`config.mk`:
```
export PLATFORM = sky130hd
export DESIGN_NAME = fb_write_sched_flat
export DESIGN_NICKNAME = d
export VERILOG_FILES = /design/src/rtl/fb_write_sched_pkg.sv /design/src/rtl/fb_write_sched_if.sv /design/src/rtl/fb_write_sched_grant.sv /design/src/rtl/fb_write_sched.sv /design/src/flat_wrapper.sv
export SDC_FILE = /design/constraint.sdc
export NUM_CORES = 1
export LEC_CHECK = 0
export ABC_CLOCK_PERIOD_IN_PS = 8200
export BUFFER_PORTS_ARGS = -buffer_cell sky130_fd_sc_hd__buf_2
export CORE_UTILIZATION = 35
export CTS_CLUSTER_DIAMETER = 50
export DETAILED_ROUTE_END_ITERATION = 10
export PLACE_DENSITY = 0.63
export RECOVER_POWER = 25
export SYNTH_ARGS = -nofsm -noshare
export SYNTH_HDL_FRONTEND = slang
export SYNTH_SLANG_ARGS = --single-unit
```
`constraint.sdc`:
```
create_clock -name clk -period 8.2 [get_ports clk]
set_input_delay 1.64 -clock clk [delete_from_list [all_inputs] [get_ports clk]]
set_output_delay 1.64 -clock clk [all_outputs]
set_load 0.005 [all_outputs]
```
`src/rtl/fb_write_sched_pkg.sv`:
```
// Shared types and display geometry for the framebuffer write scheduler.
package fb_pkg;

    localparam int FB_WORDS      = 9600;
    localparam int WORDS_PER_ROW = 20;
    localparam int DISPLAY_W     = 640;
    localparam int DISPLAY_H     = 480;

    typedef enum logic {
        OP_CLEAR = 1'b0,
        OP_FILL  = 1'b1
    } op_e;

    typedef enum logic [1:0] {
        IDLE     = 2'd0,
        WAIT_VBL = 2'd1,
        RUN      = 2'd2
    } state_e;

endpackage

```
`src/rtl/fb_write_sched_if.sv`:
```
// Avalon-MM host write port shared between the host (master) and the scheduler (slave).
interface fb_write_sched_if #(
    parameter int ADDR_W = 15,
    parameter int DATA_W = 32
);
    logic              chipselect;
    logic              write;
    logic [ADDR_W-1:0] address;
    logic [DATA_W-1:0] writedata;
    logic              waitrequest;

    modport master (
        output chipselect, write, address, writedata,
        input  waitrequest
    );

    modport slave (
        input  chipselect, write, address, writedata,
        output waitrequest
    );
endinterface

```
`src/rtl/fb_write_sched_grant.sv`:
```
// RAM-port arbiter: host priority with a starvation counter that guarantees
// the engine one slot after STARVE_LIMIT consecutive host wins.
module fb_grant #(
    parameter int STARVE_LIMIT = 4
) (
    input  logic clk,
    input  logic rst,
    input  logic run_i,
    input  logic host_req_i,
    input  logic eng_req_i,
    output logic waitrequest_o,
    output logic host_gnt_o,
    output logic eng_gnt_o
);
    // One spare code so the counter can hold STARVE_LIMIT itself, even for a limit of 0.
    localparam int               CNT_W = $clog2(STARVE_LIMIT + 2);
    localparam logic [CNT_W-1:0] LIMIT = CNT_W'(STARVE_LIMIT);

    logic [CNT_W-1:0] starve_q;
    logic [CNT_W-1:0] starve_d;
    logic             eng_pend;

    assign eng_pend      = run_i && eng_req_i;
    assign waitrequest_o = eng_pend && (starve_q == LIMIT);
    assign host_gnt_o    = host_req_i && !waitrequest_o;
    assign eng_gnt_o     = eng_pend && !host_gnt_o;

    // Starvation count: grows while the host beats a pending engine word, clears otherwise.
    always_comb begin
        // NOTE: every always_comb output gets a default first so no path can infer a latch.
        starve_d = starve_q;
        if (!run_i || eng_gnt_o) begin
            starve_d = '0;
        end else if (host_gnt_o && eng_pend && (starve_q != LIMIT)) begin
            starve_d = starve_q + 1'b1;
        end
    end

    // Starvation counter register.
    always_ff @(posedge clk or posedge rst) begin
        // NOTE: state registers use <= so every flop samples pre-edge values regardless of block order.
        if (rst) starve_q <= '0;
        else     starve_q <= starve_d;
    end
endmodule

```
`src/rtl/fb_write_sched.sv`:
```
// Framebuffer write scheduler: shares the RAM write port between Avalon host
// writes and a fill/clear engine, optionally deferring engine commands to vblank.
module fb_write_sched #(
    parameter int ADDR_W       = 15,
    parameter int DATA_W       = 32,
    parameter int FB_WORDS     = fb_pkg::FB_WORDS,
    parameter int STARVE_LIMIT = 4
) (
    input  logic              clk,
    input  logic              reset,
    fb_write_sched_if.slave   host,
    input  logic              cmd_valid,
    output logic              cmd_ready,
    input  logic              cmd_op,
    input  logic              cmd_sync,
    input  logic [ADDR_W-1:0] cmd_start,
    input  logic [ADDR_W:0]   cmd_count,
    input  logic [DATA_W-1:0] cmd_data,
    input  logic              vblank_start,
    output logic              fb_we,
    output logic [ADDR_W-1:0] fb_addr,
    output logic [DATA_W-1:0] fb_wdata,
    output logic              busy,
    output logic              done,
    output logic              err
);
    import fb_pkg::*;

    // One extra address bit lets start+count run past the end without wrapping.
    localparam logic [ADDR_W:0] FB_END   = (ADDR_W + 1)'(FB_WORDS);
    localparam logic [ADDR_W:0] ONE_WORD = (ADDR_W + 1)'(1);

    state_e            state_q, state_d;
    logic [ADDR_W:0]   addr_q;
    logic [ADDR_W:0]   cnt_q;
    op_e               op_q;
    logic [DATA_W-1:0] data_q;
    logic              err_q;
    logic              done_q, done_d;
    logic              fb_we_q, fb_we_d;
    logic [ADDR_W-1:0] fb_addr_q, fb_addr_d;
    logic [DATA_W-1:0] fb_wdata_q, fb_wdata_d;

    logic accept;
    logic in_run;
    logic clip;
    logic eng_req;
    logic host_req;
    logic host_gnt;
    logic eng_gnt;
    logic waitreq;

    assign cmd_ready = (state_q == IDLE);
    assign accept    = cmd_valid && cmd_ready;
    assign in_run    = (state_q == RUN);
    assign clip      = in_run && (cnt_q != '0) && (addr_q >= FB_END);
    assign eng_req   = in_run && (cnt_q != '0) && (addr_q < FB_END);
    assign host_req  = host.chipselect && host.write;

    fb_grant #(
        .STARVE_LIMIT (STARVE_LIMIT)
    ) u_grant (
        .clk           (clk),
        .rst           (reset),
        .run_i         (in_run),
        .host_req_i    (host_req),
        .eng_req_i     (eng_req),
        .waitrequest_o (waitreq),
        .host_gnt_o    (host_gnt),
        .eng_gnt_o     (eng_gnt)
    );

    assign host.waitrequest = waitreq;

    // Command FSM next state; done pulses on every return to IDLE from a command.
    always_comb begin
        state_d = state_q;
        done_d  = 1'b0;
        case (state_q)
            IDLE: begin
                if (accept) begin
                    if (cmd_sync)               state_d = WAIT_VBL;
                    else if (cmd_count == '0)   done_d  = 1'b1;  // nothing to write
                    else                        state_d = RUN;
                end
            end
            WAIT_VBL: begin
                if (vblank_start) state_d = RUN;
            end
            RUN: begin
                if ((cnt_q == '0) || clip || (eng_gnt && (cnt_q == ONE_WORD))) begin
                    state_d = IDLE;
                    done_d  = 1'b1;
                end
            end
            default: state_d = IDLE;
        endcase
    end

    // RAM port mux: the granted side drives the next registered write; otherwise hold.
    always_comb begin
        fb_we_d    = 1'b0;
        fb_addr_d  = fb_addr_q;
        fb_wdata_d = fb_wdata_q;
        if (host_gnt) begin
            fb_we_d    = 1'b1;
            fb_addr_d  = host.address;
            fb_wdata_d = host.writedata;
        end else if (eng_gnt) begin
            fb_we_d    = 1'b1;
            fb_addr_d  = addr_q[ADDR_W-1:0];
            fb_wdata_d = (op_q == OP_FILL) ? data_q : '0;
        end
    end

    // FSM state, latched command fields and sticky clip flag.
    always_ff @(posedge clk or posedge reset) begin
        // NOTE: there is no storage array here, so every register, wide data included, gets a reset value.
        if (reset) begin
            state_q <= IDLE;
            addr_q  <= '0;
            cnt_q   <= '0;
            op_q    <= OP_CLEAR;
            data_q  <= '0;
            err_q   <= 1'b0;
            done_q  <= 1'b0;
        end else begin
            state_q <= state_d;
            done_q  <= done_d;
            if (accept) begin
                addr_q <= {1'b0, cmd_start};
                cnt_q  <= cmd_count;
                op_q   <= op_e'(cmd_op);
                data_q <= cmd_data;
                err_q  <= 1'b0;
            end else begin
                if (eng_gnt) begin
                    addr_q <= addr_q + ONE_WORD;
                    cnt_q  <= cnt_q - ONE_WORD;
                end
                if (clip) err_q <= 1'b1;
            end
        end
    end

    // Registered RAM write port.
    always_ff @(posedge clk or posedge reset) begin
        if (reset) begin
            fb_we_q    <= 1'b0;
            fb_addr_q  <= '0;
            fb_wdata_q <= '0;
        end else begin
            fb_we_q    <= fb_we_d;
            fb_addr_q  <= fb_addr_d;
            fb_wdata_q <= fb_wdata_d;
        end
    end

    assign fb_we    = fb_we_q;
    assign fb_addr  = fb_addr_q;
    assign fb_wdata = fb_wdata_q;
    assign busy     = (state_q != IDLE);
    assign done     = done_q;
    assign err      = err_q;
endmodule

```
`src/flat_wrapper.sv`:
```
// flat-port wrapper written by rule: the top's interface ports become plain ports
module fb_write_sched_flat import fb_pkg::*;
#(
    parameter int ADDR_W       = 15,
    parameter int DATA_W       = 32,
    parameter int FB_WORDS     = fb_pkg::FB_WORDS,
    parameter int STARVE_LIMIT = 4
)
  (clk, reset, cmd_valid, cmd_ready, cmd_op, cmd_sync, cmd_start, cmd_count, cmd_data, vblank_start, fb_we, fb_addr, fb_wdata, busy, done, err, host_chipselect, host_write, host_address, host_writedata, host_waitrequest);
  fb_write_sched_if #(.ADDR_W(ADDR_W), .DATA_W(DATA_W)) host_i ();
  input  logic clk;
  input  logic reset;
  input  logic cmd_valid;
  output logic cmd_ready;
  input  logic cmd_op;
  input  logic cmd_sync;
  input  logic [ADDR_W-1:0] cmd_start;
  input  logic [ADDR_W:0] cmd_count;
  input  logic [DATA_W-1:0] cmd_data;
  input  logic vblank_start;
  output logic fb_we;
  output logic [ADDR_W-1:0] fb_addr;
  output logic [DATA_W-1:0] fb_wdata;
  output logic busy;
  output logic done;
  output logic err;
  input wire logic [$bits(host_i.chipselect)-1:0] host_chipselect;
  input wire logic [$bits(host_i.write)-1:0] host_write;
  input wire logic [$bits(host_i.address)-1:0] host_address;
  input wire logic [$bits(host_i.writedata)-1:0] host_writedata;
  output wire logic [$bits(host_i.waitrequest)-1:0] host_waitrequest;
  assign host_i.chipselect = host_chipselect;
  assign host_i.write = host_write;
  assign host_i.address = host_address;
  assign host_i.writedata = host_writedata;
  assign host_waitrequest = host_i.waitrequest;
  fb_write_sched #(.ADDR_W(ADDR_W), .DATA_W(DATA_W), .FB_WORDS(FB_WORDS), .STARVE_LIMIT(STARVE_LIMIT)) u_core (.clk(clk), .reset(reset), .host(host_i), .cmd_valid(cmd_valid), .cmd_ready(cmd_ready), .cmd_op(cmd_op), .cmd_sync(cmd_sync), .cmd_start(cmd_start), .cmd_count(cmd_count), .cmd_data(cmd_data), .vblank_start(vblank_start), .fb_we(fb_we), .fb_addr(fb_addr), .fb_wdata(fb_wdata), .busy(busy), .done(done), .err(err));
endmodule
```
==> flow_summary.toml <==
[route]
detailedRoute.firstPassIterationCount = 5
wirelength_routed_mm = 15.8
drc = 0
dr_vias = 5065
wire_per_inst_um = 16.3
drt-initial-drc-count = 288
vias_per_cell = 5.21
drt.antenna.violating_nets = 0

[layout]
fraction_of_final_layout_cells_sized_beyond_drive_strength_1 = 0.296
number_of_antenna_diodes = 0
area_growth_syn_to_fin_pct = 27.8
final_net_count = 869
layout.cell_area.non_filler_sq_mm = 0.00736

[logic_synthesis]
combinational_family_with_the_most_area_after_synthesis = "simple AND/OR/NAND/NOR gates"
synth.area.mux_share = 0.00369
synth.top_cells.by_count = "sky130_fd_sc_hd__nand2_1 (146), sky130_fd_sc_hd__dfrtp_1 (120), sky130_fd_sc_hd__a221o_1 (44), sky130_fd_sc_hd__and2_1 (37), sky130_fd_sc_hd__nor2_1 (28)"
synth_most_common_cell = "sky130_fd_sc_hd__nand2_1"
post_synth_inst_count = 587
synth_area_per_cell_sq_um = 9.81
seq_area_frac_synth = 0.521
total_of_warnings_raised_by_yosys = 0
synth.top_cell.area_share = 0.521
synth_fa_ha_area_frac = 0.0130
syn-cell-area_sq_mm = 0.00576
synth.area.top_cells = "sky130_fd_sc_hd__dfrtp_1 (52%), sky130_fd_sc_hd__nand2_1 (9.5%), sky130_fd_sc_hd__a221o_1 (7.6%)"
synth-edff-count = 0
yosys.area_share.xor_xnor = 0.00912
synth_compound_gate_area_share = 0.175
post_synth_num_cell_types = 61
ys_async_sr_fraction = 1.00
synth_ff_type = "sky130_fd_sc_hd__dfrtp_1"
synth_top_cell_by_area = "sky130_fd_sc_hd__dfrtp_1"
ys_seq_elements = 120
synth_nets = 711
synth_simple_gate_area_frac = 0.234

[global_routing]
antenna_found_initial = 0
first_global_vias = 4889
first_pass_grt_wire_length_mm = 25.3
global_route.usage.total = 0.194
grt_remaining_overflow = 0
grt_start_max_net_pins = 82

[timing]
report.final.setup_viol = 0
drv_slew = 159
achievable-frequency_mhz = 222
final-hold-violation-count = 0
finalCriticalPeriod_ns = 4.50
fin_crit_sh = 0.548
rsz0062_at_grt = "no"
fin_tns_setup_ns = 0
clock_skew_ns = 0.00784
max_slew_headroom_at_the_worst_pin = -1.09
worstMarginPinSlew_ns = 3.13
whs_ns = 0.474

[clock_network]
cts-hold-fix-buffers = 0
clock_tree.buffer_depth = 2
cts_inserted_buffers = 17
clk_latency_ns = 0.41
cts_tree = "done"
cts.root.buffer_cell = "sky130_fd_sc_hd__clkbuf_16"
post_cts_resized = 0
cts.repair_timing.setup_buffer_count = 0
clkTransAtPathRegs_ns = 0.06
clkSinkCount = 120
h_tree_depth_reported_by_cts = 4

[die]
chipHeight_um = 130
floorplan.die_area_sq_mm = 0.0170
core_area_sq_mm = 0.0160
top_level_ports = 171
initial_utilization = 0.360
die_w_um = 130
rows = 46

[place]
placement.cell_area_sq_mm = 0.00675
dpl.hpwl_mm = 10.4
place.gp.congestion = 0.806
io_buffers = 170

[pwr]
power_leakage_nw = 3.55
reported_net_switching_power_w = 0.000963
power_frac_clock = 0.287
power.ir.vdd_worst_mv = 0.222
powerDensity_mw_per_mm2 = 370
sequential_cell_fraction_of_total_power = 0.387
internal_power_w = 0.00176
power.switching_fraction = 0.353
total_design_power_w = 0.00273
combPwrFrac = 0.326

[critical_path]
path_max_fanout = 52
critPathRequiredTime_ns = 8.54
timing.critical_path.from_type = "input pin"
crit_path_arrival_time_ns = 4.83
end_kind = "flip-flop"
critPathKind = "input pin to flip-flop"

[min_path]
hold_path_class = "flip-flop to flip-flop"

[run_status]
violated_checks = "max-capacitance violations, max-slew violations"
run_status = "complete, but fails checks"

[run]
max-cap-violations = 3
==> cells by family after synthesis <==
| family | Yosys count |
|---|---|
| simple gates | 275 |
| compound gates | 127 |
| flops | 120 |
| buf+inv | 51 |
| xor+xnor | 6 |
| fa+ha+maj | 6 |
| mux | 2 |
==> cell type report <==
cell class              count  area (sq um)
multi-input cells         416          2530
flip-flops and latches    120          3000
clock inverters            12           175
repair buffers            176           887
clock buffers              19           443
fillers                  1574          8640
inverters                  14          53.8
well taps                 216           270
==> worst max-delay path, cell delays in order <==
cell and delay, ns:
sky130_fd_sc_hd__clkbuf_1 0.13, sky130_fd_sc_hd__nand2_2 0.07, sky130_fd_sc_hd__clkbuf_1 1.96, sky130_fd_sc_hd__o31ai_2 0.55
sky130_fd_sc_hd__o21ai_0 0.28, sky130_fd_sc_hd__a221o_1 0.18
==> metal layers <==
layer / wire [um] / share of wire / GRT usage
met1: 7390 / 0.47 / 0.261
met2: 7190 / 0.45 / 0.308
met3: 1020 / 0.064 / 0.0418
met4: 233 / 0.015 / 0.0663
met5: 0 / 0 / 0
==> stage by stage <==
stage               setup slack, ns  cells  utilization
CTS                            4.20    973        0.461
floorplan                      3.37    587            -
global route                   3.30    973        0.460
finish                         3.70    973        0.460
detailed placement             4.32    942        0.422
global placement               4.35    942        0.422
==> final timing paths <==
| kind | from | end | slack [ns] | cells past startpoint |
|---|---|---|---|---|
| min in group asynchronous | reset | u_core.fb_wdata[9] | 1.66 | 2 |
| setup / recovery | cmd_valid | u_core.cnt_q[3] | 3.70 | 6 |
| setup reg to reg | u_core.state_q[0] | u_core.cnt_q[9] | 4.38 | 4 |
| max in group asynchronous | reset | u_core.data_q[12] | 4.77 | 3 |
| hold reg to reg | u_core.data_q[28] | u_core.data_q[28] | 0.47 | 2 |
| hold / removal | u_core.data_q[28] | u_core.data_q[28] | 0.47 | 2 |
==> flip-flops by register name (all words and copies together), names as in the netlist <==
register	flops
u_core.data_q	32
u_core.fb_wdata	32
u_core.addr_q	16
u_core.cnt_q	16
u_core.fb_addr	15
u_core.u_grant.starve_q	3
u_core.state_q	2
u_core.done	1
u_core.err	1
u_core.fb_we	1
u_core.op_q	1
==> cell usage in the layout (no fill, tap or decap), types with 10 or more instances in the layout <==
cell type	n
sky130_fd_sc_hd__and2_1	35
sky130_fd_sc_hd__nor3_1	10
sky130_fd_sc_hd__dfrtp_1	120
sky130_fd_sc_hd__buf_2	169
sky130_fd_sc_hd__a22oi_1	10
sky130_fd_sc_hd__nor2_1	28
sky130_fd_sc_hd__clkbuf_16	17
sky130_fd_sc_hd__a21oi_1	10
sky130_fd_sc_hd__o21ai_0	17
sky130_fd_sc_hd__inv_1	13
sky130_fd_sc_hd__nor4_1	11
sky130_fd_sc_hd__a221o_1	44
sky130_fd_sc_hd__nand2_1	145
==> power by group through the flow <==
stage / sequential [W] / clock, W / combinational, W
after floorplan: 0.00103 / 0 / 0.000600
after CTS: 0.00105 / 0.000799 / 0.000890
final: 0.00105 / 0.000783 / 0.000890
after detailed placement: 0.00106 / 0 / 0.000886
after global placement: 0.00106 / 0 / 0.000872
after global routing: 0.00109 / 0.000830 / 0.00100
Power figures use the tool's default switching activity.
